### src/rtl/pipelined_parallel_adder.sv
// Pipelined ripple-carry adder: one SLICE-bit slice per stage, carry registered.
// Optional subtract mode compiled in with the PADD_SUB_EN macro.
module pipelined_parallel_adder #(
    parameter int WIDTH = 16,
    parameter int SLICE = 4
) (
    input  logic             clk,
    input  logic             rst,
    input  logic [WIDTH-1:0] A,
    input  logic [WIDTH-1:0] B,
    input  logic             Carry_in,
`ifdef PADD_SUB_EN
    input  logic             Sub,
`endif
    input  logic             in_valid,
    output logic             in_ready,
    output logic [WIDTH-1:0] Sum,
    output logic             Carry_out,
    output logic             Overflow,
    output logic             out_valid,
    input  logic             out_ready
);

    localparam int STAGES = WIDTH / SLICE;

    typedef struct packed {
        logic             valid;
        logic             carry;
        logic             a_msb;
        logic             b_msb;
        logic [WIDTH-1:0] sum;
        logic [WIDTH-1:0] a_rem;
        logic [WIDTH-1:0] b_rem;
    } stage_t;

    stage_t           entry;
    stage_t           st_d [STAGES];
    stage_t           st_q [STAGES];
    logic [WIDTH-1:0] b_eff;
    logic             c_eff;
    logic             en;

`ifdef PADD_SUB_EN
    assign b_eff = Sub ? ~B : B;
    assign c_eff = Sub | Carry_in;
`else
    assign b_eff = B;
    assign c_eff = Carry_in;
`endif

    // Sum slices enter at the top and shift down, so after the last
    // stage slice 0 sits at bit 0 without any per-stage positioning.
    function automatic stage_t add_slice(input stage_t p);
        stage_t           n;
        logic [SLICE:0]   t;
        logic [WIDTH-1:0] s_ext;
        t = {1'b0, p.a_rem[SLICE-1:0]}
          + {1'b0, p.b_rem[SLICE-1:0]}
          + {{SLICE{1'b0}}, p.carry};
        s_ext   = WIDTH'(t[SLICE-1:0]);
        n       = p;
        n.carry = t[SLICE];
        n.sum   = (p.sum >> SLICE) | (s_ext << (WIDTH - SLICE));
        n.a_rem = p.a_rem >> SLICE;
        n.b_rem = p.b_rem >> SLICE;
        return n;
    endfunction

    always_comb begin
        entry       = '0;
        entry.valid = in_valid;
        entry.carry = c_eff;
        entry.a_msb = A[WIDTH-1];
        entry.b_msb = b_eff[WIDTH-1];
        entry.a_rem = A;
        entry.b_rem = b_eff;
    end

    always_comb begin
        st_d[0] = add_slice(entry);
        for (int k = 1; k < STAGES; k++) begin
            st_d[k] = add_slice(st_q[k-1]);
        end
    end

    assign out_valid = st_q[STAGES-1].valid;
    assign en        = !out_valid || out_ready;
    assign in_ready  = en;

    always_ff @(posedge clk) begin
        if (rst) begin
            for (int k = 0; k < STAGES; k++) begin
                st_q[k] <= '0;
            end
        end else if (en) begin
            for (int k = 0; k < STAGES; k++) begin
                st_q[k] <= st_d[k];
            end
        end
    end

    assign Sum       = st_q[STAGES-1].sum;
    assign Carry_out = st_q[STAGES-1].carry;
    assign Overflow  = (st_q[STAGES-1].a_msb == st_q[STAGES-1].b_msb)
                    && (st_q[STAGES-1].sum[WIDTH-1] != st_q[STAGES-1].a_msb);

endmodule

### config.mk
export PLATFORM = sky130hd
export DESIGN_NAME = pipelined_parallel_adder
export DESIGN_NICKNAME = d
export VERILOG_FILES = /design/src/rtl/pipelined_parallel_adder.sv
export SDC_FILE = /design/constraint.sdc
export NUM_CORES = 1
export LEC_CHECK = 0
export CAP_MARGIN = 20
export CELL_PAD_IN_SITES_DETAIL_PLACEMENT = 1
export CELL_PAD_IN_SITES_GLOBAL_PLACEMENT = 2
export CORE_MARGIN = 5
export CORE_UTILIZATION = 41
export CTS_BUF_LIST = sky130_fd_sc_hd__clkbuf_2
export DETAILED_ROUTE_END_ITERATION = 12
export HOLD_SLACK_MARGIN = 0.1
export PLACE_DENSITY = 0.81
export SYNTH_ARGS = -nofsm -noshare
export SYNTH_HDL_FRONTEND = slang
export SYNTH_SLANG_ARGS = --single-unit
export TNS_END_PERCENT = 1
### constraint.sdc
create_clock -name clk -period 5 [get_ports clk]
set_input_delay 1 -clock clk [delete_from_list [all_inputs] [get_ports clk]]
set_output_delay 1 -clock clk [all_outputs]
set_load 0.02 [all_outputs]
==> flow_summary.toml <==
[pwr]
swShare_pct = 23.0
ir_drop_v = 0.0000917
power.internal_w = 0.00110
pwr-share-comb_pct = 10.3
power.density_nw_per_um2 = 282
p_leak_nw = 2.28
pwr-share-clk_pct = 21.8
pwr-share-seq_pct = 67.9
p_switching_w = 0.000329

[global_routing]
grt_pass1_wl_mm = 11.3
grtUsageTotal_pct = 11.0
grt_pass1_vias = 2383
grt-ovfl-total = 0
antenna_found_initial = 0
grt_max_degree = 93

[min_path]
worstHoldEndpoint = "st_q[2][13]"
hold_path_depth = 1
hp-start = "st_q[1][17]"
holdCritPathClass = "flip-flop to flip-flop"

[cells_and_area]
syn_to_final_growth_pct = 13.9
postLayoutCellArea_um2 = 5070
instances_no_fill = 479
post-route-util_pct = 47.1
largest_register_ffs = 98
nets = 391
top_register = "st_q"
top_regs = "st_q x98"
diodes = 0
drive_above_1_share_pct = 20.1

[floorplan]
rows = 38
die_h_um = 114
dieArea_um2 = 13000
die_w_um = 114
coreArea_um2 = 10700
start_util_pct = 41.4
pin_count = 57

[timing]
period_share_pct = 63.7
fin_tns_setup_ps = 0
slew-limit-headroom_pct = 48.7
worst_slack_ps = 1810
worst_slew_pin_slew_ps = 769
max_freq_ghz = 0.314
rsz0062_at_grt = "false"
clock_skew_ps = 23.2
drv_slew = 0
hold_viol_final = 0
finalSetupViolCount = 0
period_minus_slack_ps = 3190

[placement]
dp_hpwl_mm = 4.33
place_ws_ps = 1810
gp_congestion = 0.730
placed_area_um2 = 4980
dp.cells = 463
port_buffers = 56

[routing]
via_per_inst = 4.84
dr.first_iter.drc_count = 158
first_pass_iters = 4
vias = 2320
wl_mm = 6.82
drc = 0
drtAntennaViolNets = 0
routedWlPerCell_um = 14.2

[synth]
syn_area_per_cell_um2 = 14.8
yosys_warnings = 0
synth_cells = 301
yosysSeqAreaShare_pct = 66.2
yosys_most_used_dff = "edfxtp_1"
synth_area_um2 = 4450
ys_top_cells_by_area = "edfxtp_1 66%, and3_2 7.6%, and3_1 5.3%"
yosysUniqueCellTypes = 28
async_flop_share_pct = 0
synth_top_cell_area_share_pct = 66.2
yosysTopAreaCell = "edfxtp_1"
ys_ff_latch = 98
synth.most_common_cell = "edfxtp_1"
synth_edf_count = 98
synth_commonest_cells = "98 x edfxtp_1, 45 x and3_2, 38 x and3_1, 18 x buf_4"
synthesis.nets = 358

[critical_path]
cp.required_ps = 4000
critPathMostFrequentCell = "clkdlybuf4s50_1"
r2r_cells = 5
crit_start = "out_ready"
slowest_stage = "clkdlybuf4s50_1"
timing_worst_setup_path_type = "primary input to output pin"
r2r-end = "st_q[3][42]"
cp-end-kind = "output pin"
r2r_slack_ps = 3050
cpPeakStageDelay_ps = 600
r2r-start = "st_q[2][0]"
critPathArrivalTime_ps = 2190
crit_path_cell_trace = "clkdlybuf4s50_1 > nand2b_4 > clkdlybuf4s50_1"
worstSetupStartpointType = "primary input"
critPathMaxFanout = 3

[clock_tree]
root_buffer = "clkbuf_2"
cts_buffers = 9
hold_buffers = 0
cts_sinks = 98
clk_pin_slew_ps = 230
post_cts_buffers = 0
cts_resized = 0
cts_tree = "built"
clk_path_buf_depth = 2
htree_num_levels = 3
clock_latency_ps = 540

[run_status]
status = "finished clean"

[run]
maxCapViolCount = 0
==> worst max-delay path by stage <==
stage                  to  cells past startpoint
2_1_floorplan  st_q[0][0]                      3
3_3_place_gp     in_ready                      3
3_5_place_dp     in_ready                      3
4_1_cts          in_ready                      3
5_1_grt          in_ready                      3
6_report         in_ready                      3
==> power groups by stage <==
stage | registers, W | clock network, W | logic [W]
2_1_floorplan | 0.000986 | 0 | 0.0000986
3_3_place_gp | 0.000989 | 0 | 0.000145
3_5_place_dp | 0.000992 | 0 | 0.000150
4_1_cts | 0.000973 | 0.000326 | 0.000150
5_1_grt | 0.000976 | 0.000368 | 0.000164
6_report | 0.000972 | 0.000312 | 0.000147
==> kinds of logic (layout without fill, tap and decap cells) <==
group / Yosys count / in the layout / share of synthesized area, %
AOI/OAI and AO/OA: 17 / 17 / 2.19
adders and majority gates: 20 / 20 / 6.98
DFF: 98 / 98 / 66.2
muxes: 4 / 4 / 0.900
xor gates and xnor gates: 1 / 1 / 0.197
and+or+nand+nor: 111 / 111 / 17.0
buffers and inverters: 50 / 88 / 6.58
==> stage by stage <==
stage,total power (W),hold slack (ps)
final,0.00143,595
after global placement,0.00113,534
after floorplan,0.00108,528
after CTS,0.00145,595
after global routing,0.00151,587
after detailed placement,0.00114,544
==> worst max-delay path: cells and delay by family <==
family        cells  cell delay, ps
simple gates      1             120
buf+inv           2            1060
==> cell usage in the layout (no fill, tap or decap), types with 2 or more instances in the layout <==
cell / n
nand2b_4: 2
nand2_1: 2
ha_1: 12
clkdlybuf4s50_1: 56
nand3b_1: 4
a21oi_1: 8
nor2b_1: 6
and3_2: 45
clkbuf_2: 10
clkinv_2: 2
inv_1: 12
o21ai_0: 4
nor2_1: 6
buf_4: 2
and3_1: 38
edfxtp_1: 98
mux2i_1: 4
fa_1: 8
nand3_1: 4
clkinv_1: 2
a21o_1: 5
==> layout make-up <==
| type | instances | area, µm² |
|---|---|---|
| tap | 140 | 175 |
| multi-input combinational | 153 | 1220 |
| inverter | 13 | 48.8 |
| clock inverter | 6 | 33.8 |
| timing repair buffer | 59 | 596 |
| sequential | 98 | 2940 |
| fill | 1130 | 5680 |
| clock buffer | 10 | 50.0 |
==> metal layers <==
| layer | GRT usage (%) | vias up | share of wire, % |
|---|---|---|---|
| li1 | - | 1154 | - |
| met1 | 14.8 | 1107 | 47 |
| met2 | 16.9 | 48 | 47 |
| met3 | 2.11 | 11 | 4.1 |
| met4 | 6.18 | 0 | 2.3 |
| met5 | 0 | - | 0 |
Power figures use the tool's default switching activity.
